$ cat src/rtl/copcom_crc16.sv
// Bit-serial CRC-16 engine for the COPCOM coprocessor. A START edge loads the
// seed/data bytes, shifts 8 or 16 bits MSB-first through POLY, then holds the result.
module copcom_crc16 #(
  parameter logic [15:0] POLY    = 16'h1021,
  parameter logic [15:0] RST_CRC = 16'h0000
) (
  input  logic       clk,
  input  logic       rst_n,
  input  logic [7:0] COPCRCEN_i,
  input  logic [7:0] COPCRCINIT1_i,
  input  logic [7:0] COPCRCINIT2_i,
  input  logic [7:0] COPCRCI1_i,
  input  logic [7:0] COPCRCI2_i,
  output logic [7:0] COPCRCO1_o,
  output logic [7:0] COPCRCO2_o,
  output logic [7:0] COPCRCSTAT_o,
  output logic [1:0] dbg_state
);

  typedef enum logic [1:0] {
    IDLE  = 2'd0,
    LOAD  = 2'd1,
    SHIFT = 2'd2,
    DONE  = 2'd3
  } state_t;

  state_t      state_q, state_d;
  logic        en0_q;
  logic        armed_q;
  logic        start_edge;
  logic [15:0] crc_q, crc_d;
  logic [15:0] data_q, data_d;
  logic [4:0]  count_q, count_d;
  logic        overrun_q, overrun_d;
  logic        fb;
  logic        busy;
  logic        done;
  logic        unused_en;

  assign unused_en = ^COPCRCEN_i[7:3];

  // armed_q masks the first cycle after reset release, so a START level that
  // was already high across reset is not mistaken for a rising edge.
  always_ff @(posedge clk or negedge rst_n) begin
    if (!rst_n) begin
      en0_q   <= 1'b0;
      armed_q <= 1'b0;
    end else begin
      en0_q   <= COPCRCEN_i[0];
      armed_q <= 1'b1;
    end
  end

  assign start_edge = armed_q & COPCRCEN_i[0] & ~en0_q;
  assign fb         = crc_q[15] ^ data_q[15];

  always_ff @(posedge clk or negedge rst_n) begin
    if (!rst_n) begin
      state_q   <= IDLE;
      crc_q     <= RST_CRC;
      data_q    <= 16'h0000;
      count_q   <= 5'd0;
      overrun_q <= 1'b0;
    end else begin
      state_q   <= state_d;
      crc_q     <= crc_d;
      data_q    <= data_d;
      count_q   <= count_d;
      overrun_q <= overrun_d;
    end
  end

  always_comb begin
    state_d   = state_q;
    crc_d     = crc_q;
    data_d    = data_q;
    count_d   = count_q;
    overrun_d = overrun_q;
    case (state_q)
      IDLE, DONE: begin
        if (start_edge) begin
          state_d   = LOAD;
          overrun_d = 1'b0;
        end
      end
      LOAD: begin
        // INIT and BYTE are only looked at here; without INIT the previous
        // result is the starting value, which lets software chain bytes.
        data_d  = COPCRCEN_i[2] ? {COPCRCI1_i, 8'h00} : {COPCRCI2_i, COPCRCI1_i};
        count_d = COPCRCEN_i[2] ? 5'd8 : 5'd16;
        if (COPCRCEN_i[1]) begin
          crc_d = {COPCRCINIT2_i, COPCRCINIT1_i};
        end
        if (start_edge) begin
          overrun_d = 1'b1;
        end
        state_d = SHIFT;
      end
      SHIFT: begin
        crc_d   = {crc_q[14:0], 1'b0} ^ (fb ? POLY : 16'h0000);
        data_d  = {data_q[14:0], 1'b0};
        count_d = count_q - 5'd1;
        if (start_edge) begin
          overrun_d = 1'b1;
        end
        if (count_q == 5'd1) begin
          state_d = DONE;
        end
      end
      default: begin
        state_d = IDLE;
      end
    endcase
  end

  assign busy = (state_q == LOAD) || (state_q == SHIFT);
  assign done = (state_q == DONE);

  assign COPCRCO1_o   = crc_q[7:0];
  assign COPCRCO2_o   = crc_q[15:8];
  assign COPCRCSTAT_o = {5'b00000, overrun_q, done, busy};
  assign dbg_state    = state_q;

endmodule
$ cat config.mk
export PLATFORM = sky130hd
export DESIGN_NAME = copcom_crc16
export DESIGN_NICKNAME = d
export VERILOG_FILES = /design/src/rtl/copcom_crc16.sv
export SDC_FILE = /design/constraint.sdc
export NUM_CORES = 1
export LEC_CHECK = 0
export CAP_MARGIN = 20
export CORE_MARGIN = 3
export CORE_UTILIZATION = 40
export CTS_CLUSTER_DIAMETER = 120
export DETAILED_ROUTE_END_ITERATION = 12
export HOLD_SLACK_MARGIN = 0.08
export PLACE_DENSITY_LB_ADDON = 0.12
export REMOVE_ABC_BUFFERS = 1
export SYNTH_ARGS = -nofsm -noshare
export SYNTH_HDL_FRONTEND = slang
export SYNTH_SLANG_ARGS = --single-unit
$ cat constraint.sdc
create_clock -name clk -period 2.6 [get_ports clk]
set_clock_uncertainty 0.15 [all_clocks]
set_input_delay 0.52 -clock clk [delete_from_list [all_inputs] [get_ports clk]]
set_output_delay 0.52 -clock clk [all_outputs]
set_load 0.03 [all_outputs]
# Yosys cells after proc, flatten, opt, wreduce, memory -nomap -nowiden
# Index checks and enable logic that the tools add are counted.
[totals]
regBits = 42
input_bits = 42
out_inout_bits = 26
elab_cells = 42
[classes]
addsub = 1
eq_ne = 8
muxes = 13
bitwise = 5
reduce_logical = 8
[ops]
columns = ["operator", "n"]
rows = [
  ["$pmux 16 s2", 2],
  ["$mux 16", 2],
  ["$xor 16x13->16", 1],
  ["$mux 13", 1],
  ["$pmux 5 s2", 1],
  ["$ne 2x2->1 const B", 3],
  ["$pmux 2 s3", 1],
  ["$reduce_and 2->1", 3],
  ["$eq 5x1->1 const B", 1],
  ["$mux 5", 1],
  ["$sub 5x1->5 const B", 1],
  ["$eq 2x2->1 const B", 2],
  ["$mux 2", 2],
  ["$reduce_or 2->1", 2],
  ["$and 1x1->1", 2],
  ["$eq 2x1->1 const B", 1],
  ["$logic_not 2->1", 1],
  ["$mux 1", 2],
  ["$ne 2x1->1 const B", 1],
  ["$pmux 1 s2", 1],
  ["$reduce_bool 2->1", 1],
  ["$logic_or 1x1->1", 1],
  ["$not 1->1", 1],
  ["$xor 1x1->1", 1],
]

# Longest topological paths before layout
# Gate-level depths: netlist (run 1).
[depth]
ltp_word = 4
mapped_depth = 7
depth_no_buf = 5

# Least setup slack after synthesis (run 1)
# Ideal clock, no wire load.
[synth_path]
kind = "reg2out"
start = "register state_q[0], in the netlist dbg_state[0]"
end = "output port COPCRCSTAT_o[0]"
arrival_time_ns = 1.589
required_time_ns = 1.930
slack_ns = 0.341
stages_incl_launch_ff = 7
n_path_buf = 3
cell_sequence = "dfrtp_1 > inv_1 > ha_1 > buf_2 > inv_1 > buf_2 > buf_4"
[synth_between]
elab_chain_cells = 2
elab_cells_between_ends = 3
classes_between = "eq/ne: 2; reduce/logical: 1"
[synth_lines]
columns = ["item", "line_no", "text"]
rows = [
  ["from (decl)", "27", "state_t state_q, state_d;"],
  ["from (signal assigned)", "65", "state_q <= state_d;"],
  ["$eq 2x1->1 / $eq 2x2->1 (equally long branches)", "116", "assign busy = (state_q == LOAD) || (state_q == SHIFT);"],
  ["$logic_or 1x1->1 *", "116", ""],
  ["to (decl)", "16", "output logic [7:0] COPCRCSTAT_o,"],
]
# Mark *: on every way between the ends. The rest lies on a longest branch, timed or not.

# Worst setup path after layout (run 1)
[layout_path]
start = "register state_q[0], in the netlist dbg_state[0]"
end = "output port COPCRCSTAT_o[1]"
[layout_between]
elab_chain_cells = 1
[layout_lines]
columns = ["item", "line_no", "text"]
rows = [
  ["$eq 2x2->1", "117", "assign done = (state_q == DONE);"],
]
# Every way passes these cells.

==> results of run 1 <==
[critical path, stage by stage, from the launching register on]
cell and delay (ns):
dfrtp_1 0.42, ha_1 0.18, clkdlybuf4s50_1 0.66
[state kept, by name, summed over array words and instances (netlist names)]
register / flops
armed_q: 1
count_q: 5
crc_q: 16
data_q: 16
dbg_state: 2
en0_q: 1
overrun_q: 1
[kinds of logic after synthesis]
kind of cell | count (synthesis)
AND/OR/NAND/NOR | 44
adder cells (fa/ha/maj) | 6
other | 2
AO/OA/AOI/OAI | 53
XOR/XNOR | 3
multiplexers | 35
buffers and inverters | 27
flip-flops | 42
[power by group through the flow]
stage	combinational, uW	sequential (uW)	clock [uW]
floorplan	1160	1420	0
global placement	2120	1180	0
detailed placement	2150	1180	0
CTS	2150	1180	647
global route	2340	1220	679
finish	2120	1170	634
[cells in the mapped netlist, drive strengths merged, types with 2 or more instances]
cell,n
dfrtp,42
o21ai,37
nand2,35
mux2i,27
buf,15
a22oi,8
mux2,8
clkbuf,6
ha,6
inv,6
a21oi,2
conb,2
nor2,2
nor3,2
xor3,2
[cell type report]
cell class / instances / area, um2
Clock buffer: 6 / 82.6
Clock inverter: 2 / 60.1
Fill cell: 502 / 2260
Inverter: 6 / 22.5
Multi-Input combinational cell: 147 / 1020
Sequential cell: 42 / 1050
Tap cell: 70 / 87.6
Timing Repair Buffer: 64 / 616
[routing by layer]
layer  track usage  share of wire
met3        0.0504          0.051
met1         0.203           0.48
met5             0              0
met4        0.0355         0.0074
met2         0.219           0.47
[through the flow]
step | cells | hold WS [ns] | utilization | instance area (um2) | TNS (ns)
after detailed placement | 329 | 0.320 | 0.538 | 2800 | 0
after floorplan | 195 | 0.0744 | - | 2090 | -11.09
after global placement | 329 | 0.315 | 0.538 | 2800 | 0
after global routing | 337 | 0.175 | 0.565 | 2940 | 0
after CTS | 337 | 0.156 | 0.565 | 2940 | 0
final | 337 | 0.127 | 0.565 | 2940 | 0
[worst max-delay path by stage]
stage | from | to | slack (ns) | cells after the start
6_report | dbg_state[0] | COPCRCSTAT_o[1] | 0.38 | 2
4_1_cts | dbg_state[0] | COPCRCSTAT_o[1] | 0.35 | 2
3_5_place_dp | dbg_state[0] | data_q[10] | 0.55 | 5
2_1_floorplan | dbg_state[0] | crc_q[0] | -0.69 | 5
3_3_place_gp | dbg_state[0] | data_q[11] | 0.54 | 5
5_1_grt | dbg_state[0] | COPCRCSTAT_o[1] | 0.31 | 2
==> impl_metrics.toml, run 1 <==
[outcome]
status = "finished, final reports clean"

[power_and_ir_drop]
p_sw_frac = 0.405
pwr-share-seq = 0.298
clkPwrFrac = 0.161
irDropWorstVdd_v = 0.000561
leakage_uw = 0.00127
pwr-share-comb = 0.540
power_uw = 3930
p_sw_uw = 1590
intPower_uw = 2330
p_per_area_nw_per_um2 = 1330

[yosys]
synth_adder_area_share = 0.0342
synthTopCellsByArea = "dfrtp_1, mux2i_1, o21ai_0"
synth_top_area_share = 0.479
synth_ff_type = "dfrtp_1"
avgSynthCellArea_um2 = 10.4
yosys_warnings = 0
synth-edff-count = 0
synthXorXnorAreaFrac = 0.0257
yosys.area_share.simple = 0.0872
synth_area_um2 = 2190
synth.distinct_cells = 30
yosys.area.top_type = "dfrtp_1"
synthCells = 212
synth_mux_area_frac = 0.164
yosysSeqAreaShare = 0.479
ys_seq_elements = 42
synth_top_family_by_area = "multiplexers"
synth_compound_area_frac = 0.141
async_flop_share = 1.00

[clock_network]
cts_root_buf = "clkbuf_8"
ctsResizeCount = 0
numCtsBuffers = 5
clk_pin_slew_ns = 0.08
hold_buffers = 0
h-tree-depth = 2
post-cts-setup-buffer-count = 0
cts.sink_count = 42
cts_tree = "built"
cts_buffer_depth = 2
clk_latency_ns = 0.29

[route]
dr.first_iter.drc_count = 75
ant_nets = 0
wl_mm = 4.32
vias_per_cell = 4.85
route.detailed.drc = 0
post_drt_wl_per_cell_um = 12.8
num_vias = 1635
dr.pass1.iters = 4

[cells_and_area]
drive_gt1_frac = 0.120
nNetsFinal = 314
layout_commonest_cell = "clkdlybuf4s50_1"
syn_to_final_growth_pct = 34.0
diodes = 0
final_cell_mix = "clkdlybuf4s50_1, dfrtp_1, o21ai_0"

[worst_setup_path]
worstSetupPathType = "reg2out"
crit_path_end_kind = "output pin"
r2r_slack_ns = 0.56
timing.rr.end = "data_q[10]"
crit_required_ns = 1.93
path_max_fanout = 5
worst_r2r_path_depth = 5
rr_startpoint = "dbg_state[0]"
critPathLaunchType = "flip-flop"
worstPathArrival_ns = 1.55

[timing]
fin_ws_ns = 0.384
fmax_mhz = 451
rsz0062_at_grt = "false"
maxSlewHeadroom = 0.595
hold_violations = 0
tightestPinTransition_ns = 0.607
finalSetupViolations = 0
fin_crit_ns = 2.22
period_share = 0.852
slew_violations = 0

[die]
core-area_um2 = 5200
num_rows = 26
die_w_um = 80.1
die-area_um2 = 6410
ioPinCount = 68
die_height_um = 80.1
initial_core_util = 0.422

[placed_design]
hpwl_mm = 3.02
globalplace.congestion = 0.677
dp_slack_ns = 0.545
port_buffers = 57

[global_route]
grt_usage = 0.146
grt_pass1_vias = 1561
grt-ovfl-total = 0
grt_start_max_net_pins = 43
grt_pass1_wl_mm = 7.36
antenna_found_initial = 0

[min_path]
hp-class = "in2async"

[run]
cap_violations = 0
(Power assumes the default switching activity.)
==> run 2, diff against run 1 <==
Settings changed: PLACE_DENSITY from default to 0.75, PLACE_DENSITY_LB_ADDON 0.12 to default.
==> impl_metrics.toml, run 2 (synthesis results as in run 1) <==
[clock_network]
cts_root_buf = "clkbuf_8"
numCtsBuffers = 5
cts_buffer_depth = 2
cts_tree = "built"
h-tree-depth = 2
clk_pin_slew_ns = 0.08
ctsResizeCount = 0
clk_latency_ns = 0.30
cts.sink_count = 42
hold_buffers = 0
post-cts-setup-buffer-count = 0

[min_path]
hp-class = "in2async"

[timing]
hold_violations = 0
maxSlewHeadroom = 0.589
rsz0062_at_grt = "false"
slew_violations = 0
fmax_mhz = 450
finalSetupViolations = 0
hold_slack_ns = 0.0806
period_share = 0.856
tightestPinTransition_ns = 0.617
fin_crit_ns = 2.22

[cells_and_area]
seqCellArea_um2 = 1050
syn_to_final_growth_pct = 32.3
nFillCells = 473
final_cell_mix = "clkdlybuf4s50_1, dfrtp_1, o21ai_0"
top_regs = "crc_q: 16 flops, data_q: 16 flops, count_q: 5 flops"
drive_gt1_frac = 0.126
fin_area_um2 = 2900
diodes = 0
layout_commonest_cell = "clkdlybuf4s50_1"
nNetsFinal = 316
post-route-util = 0.558
multi_input_area_um2 = 1020

[placed_design]
port_buffers = 57
hpwl_mm = 3.45
postPlaceCellArea_um2 = 2810
globalplace.congestion = 0.773

[run]
cap_violations = 0

[route]
dr.pass1.iters = 4
route.detailed.drc = 0
num_vias = 1695
dr.first_iter.drc_count = 100
post_drt_wl_per_cell_um = 13.9
vias_per_cell = 5.00
wl_mm = 4.71
ant_nets = 0

[die]
ioPinCount = 68
num_rows = 26
core-area_um2 = 5200
die_height_um = 80.1
die-area_um2 = 6410
initial_core_util = 0.422
die_w_um = 80.1

[power_and_ir_drop]
p_per_area_nw_per_um2 = 1300
irDropWorstVdd_v = 0.000737
power_uw = 3760
leakage_uw = 0.00125

[global_route]
grt_start_max_net_pins = 33
grt_usage = 0.160
grt-ovfl-total = 0
grt_pass1_vias = 1743
antenna_found_initial = 0
grt_pass1_wl_mm = 8.02

[worst_setup_path]
path_max_fanout = 5
slowest_stage = "clkdlybuf4s50_1"
crit_path_end_kind = "output pin"
critPathLaunchType = "flip-flop"
worstSetupPathType = "reg2out"
max_stage_delay_ns = 0.66
worstPathArrival_ns = 1.55
worstPathCellList = "ha_1, clkdlybuf4s50_1"
crit_required_ns = 1.93

[outcome]
status = "finished, final reports clean"
run 2: cell types whose count changed in the layout (fill, tap and decap cells not counted):
cell,before,now
clkinvlp_4,0,1
buf_4,8,10
bufinv_16,2,0
clkinv_4,0,1
clkinv_2,0,1
clkbuf_8,6,5
run 2: power breakdown:
part / switching [uW] / leakage, uW / internal [uW]
combinational: 1170 / 0.000684 / 974
sequential: 226 / 0.000519 / 956
clock: 241 / 0.0000441 / 189
run 2: worst paths after layout:
kind                         startpoint         endpoint  slack (ns)  depth (start not counted)
max in group asynchronous         rst_n         crc_q[5]        1.65                          2
hold / removal                    rst_n         crc_q[1]        0.08                          1
hold reg to reg               overrun_q        overrun_q        0.34                          2
setup / recovery           dbg_state[0]  COPCRCSTAT_o[1]        0.38                          2
setup reg to reg           dbg_state[0]       data_q[13]        0.58                          5
min in group clk              overrun_q        overrun_q        0.34                          2
run 2: layout make-up:
class / count / area share
clock buffer: 5 / 0.0237
clock inverter: 3 / 0.00732
inverter: 6 / 0.00776
multi-input combinational: 147 / 0.352
sequential: 42 / 0.362
tap: 70 / 0.0302
timing repair buffer: 66 / 0.217
run 2: per-stage QoR:
stage,setup slack (ns),setup TNS (ns),instances
3_5_place_dp,0.544,0,331
6_report,0.375,0,339
5_1_grt,0.296,0,339
2_1_floorplan,-0.688,-11.09,195
3_3_place_gp,0.582,0,331
4_1_cts,0.361,0,339
run 2: critical path: cells and delay by family (launching register included):
family | cells | cell delay, ns
adders and majority gates | 1 | 0.17
buffers and inverters | 1 | 0.66
DFF | 1 | 0.43
run 2: routing by layer:
| layer | vias to the layer above | track usage | share of wire |
|---|---|---|---|
| li1 | 829 | - | - |
| met1 | 796 | 0.198 | 0.43 |
| met2 | 64 | 0.256 | 0.47 |
| met3 | 6 | 0.0628 | 0.083 |
| met4 | 0 | 0.0541 | 0.014 |
| met5 | - | 0 | 0 |
==> run 3, diff against run 2 <==
--- a/config.mk
+++ b/config.mk
@@ -12,2 +12,3 @@
 export DETAILED_ROUTE_END_ITERATION = 12
+export GPL_ROUTABILITY_DRIVEN = 1
 export HOLD_SLACK_MARGIN = 0.08
--- a/constraint.sdc
+++ b/constraint.sdc
@@ -4,2 +4,2 @@
 set_output_delay 0.52 -clock clk [all_outputs]
-set_load 0.03 [all_outputs]
+set_load 0.02 [all_outputs]
==> impl_metrics.toml, run 3 (synthesis results as in run 1) <==
[run]
cap_violations = 0

[timing]
fin_crit_ns = 2.14
rsz0062_at_grt = "false"
period_share = 0.821
tightestPinTransition_ns = 0.654
fmax_mhz = 468
hold_violations = 0
fin_ws_ns = 0.464
finalSetupViolations = 0
hold_slack_ns = 0.0848
maxSlewHeadroom = 0.564
setup_tns_ns = 0
slew_violations = 0

[worst_setup_path]
worstPathArrival_ns = 1.47
crit_path_end_kind = "output pin"
rr_startpoint = "dbg_state[0]"
r2r_slack_ns = 0.52
slowest_stage = "clkdlybuf4s50_1"
max_stage_delay_ns = 0.59
worst_r2r_path_depth = 5
path_max_fanout = 5
critPathLaunchType = "flip-flop"
crit_required_ns = 1.93
timing.rr.end = "data_q[11]"
critPathBufInv = 1
worstPathCellList = "ha_1, clkdlybuf4s50_1"
worst_path_dominant_cell_family = "buffers and inverters"
worstSetupPathType = "reg2out"

[route]
post_drt_wl_per_cell_um = 13.6
wl_mm = 4.59
route.met2.wl_mm = 2.13
vias_per_cell = 4.97
dr.pass1.iters = 4
wl_met1_mm = 2.02
highest_layer = "met4"
num_vias = 1680
ant_nets = 0
dr.first_iter.drc_count = 93
route.detailed.drc = 0
route.met3.wl_um = 388

[placed_design]
hpwl_mm = 3.37
dp_cells = 331
port_buffers = 57
dp_slack_ns = 0.392
globalplace.congestion = 0.806

[clock_network]
h-tree-depth = 2
clk_latency_ns = 0.29
cts_root_buf = "clkbuf_8"
clk_pin_slew_ns = 0.08
cts.sink_count = 42
numCtsBuffers = 5
cts_buffer_depth = 2
cts_tree = "built"
hold_buffers = 0

[cells_and_area]
diodes = 0
syn_to_final_growth_pct = 33.6
drive_gt1_frac = 0.119
nNetsFinal = 316
nFillCells = 487
final_cell_count_no_fill = 338
layout_commonest_cell = "clkdlybuf4s50_1"
final_cell_mix = "clkdlybuf4s50_1, dfrtp_1, o21ai_0"
top_regs = "crc_q: 16 flops, data_q: 16 flops, count_q: 5 flops"

[die]
num_rows = 26
die_w_um = 80.1
die-area_um2 = 6410
core-area_um2 = 5200
die_height_um = 80.1
ioPinCount = 68
initial_core_util = 0.422

[power_and_ir_drop]
leakage_uw = 0.00127
p_sw_uw = 1470
irDropWorstVdd_v = 0.000715
pwr-share-comb = 0.541
clkPwrFrac = 0.141
intPower_uw = 2240
pwr-share-seq = 0.318
p_sw_frac = 0.396
p_per_area_nw_per_um2 = 1270

[outcome]
status = "finished, final reports clean"

[global_route]
grt_pass1_wl_mm = 7.85
grt-ovfl-total = 0
grt_pass1_vias = 1685
grt_usage = 0.157
antenna_found_initial = 0
grt_start_max_net_pins = 33

[min_path]
hp-class = "in2async"
[run 3: cell count changes in the layout (fill, tap and decap cells not counted), sizes merged]
cell          previous run  this run
clkbuf                   5         6
buf                     11        10
clkinvlp                 1         0
clkinv                   2         0
bufinv                   0         1
dlymetal6s2s             0         1
[run 3: worst max path at each step]
stage | cells after the start | to | startpoint
6_report | 2 | COPCRCSTAT_o[1] | dbg_state[0]
3_3_place_gp | 4 | COPCRCSTAT_o[0] | dbg_state[0]
3_5_place_dp | 4 | COPCRCSTAT_o[0] | dbg_state[0]
2_1_floorplan | 5 | crc_q[0] | dbg_state[0]
4_1_cts | 4 | COPCRCSTAT_o[0] | dbg_state[0]
5_1_grt | 5 | crc_q[4] | dbg_state[0]
[run 3: worst register-to-register path, stage by stage, from the launching register on]
cell and delay, ns:
dfrtp_1 0.43, inv_1 0.11, ha_2 0.62, buf_4 0.29, o21ai_0 0.10, mux2_2 0.27
[run 3: layout make-up]
class / instances / area [um2] / area share
Clock buffer: 6 / 82.6 / 0.0282
Clock inverter: 1 / 30.0 / 0.0102
Inverter: 6 / 22.5 / 0.00768
Multi-Input combinational cell: 147 / 1020 / 0.349
Sequential cell: 42 / 1050 / 0.359
Tap cell: 70 / 87.6 / 0.0299
Timing Repair Buffer: 66 / 636 / 0.217
[run 3: routing by layer]
metal / global-route usage / vias up
met3: 0.0650 / 7
li1: - / 835
met4: 0.0456 / 0
met5: 0 / -
met2: 0.258 / 55
met1: 0.189 / 783
[run 3: stage by stage]
| stage | instance area (um2) | total power, uW | util |
|---|---|---|---|
| global route | 2930 | 4020 | 0.563 |
| floorplan | 2090 | 2450 | - |
| global placement | 2820 | 3170 | 0.541 |
| detailed placement | 2820 | 3230 | 0.541 |
| CTS | 2930 | 3760 | 0.563 |
| finish | 2930 | 3710 | 0.563 |
[run 3: power groups by stage]
stage | sequential [uW] | clock, uW | combinational (uW)
2_1_floorplan | 1320 | 0 | 1130
3_3_place_gp | 1180 | 0 | 1990
3_5_place_dp | 1190 | 0 | 2030
4_1_cts | 1190 | 538 | 2040
5_1_grt | 1230 | 573 | 2220
6_report | 1180 | 524 | 2010
[run 3: repair_timing]
action | 4_1_cts | 5_1_grt
resized for setup | 0 | 1
buffers inserted | 0 | 0
endpoints found under the setup margin | 0 | 1
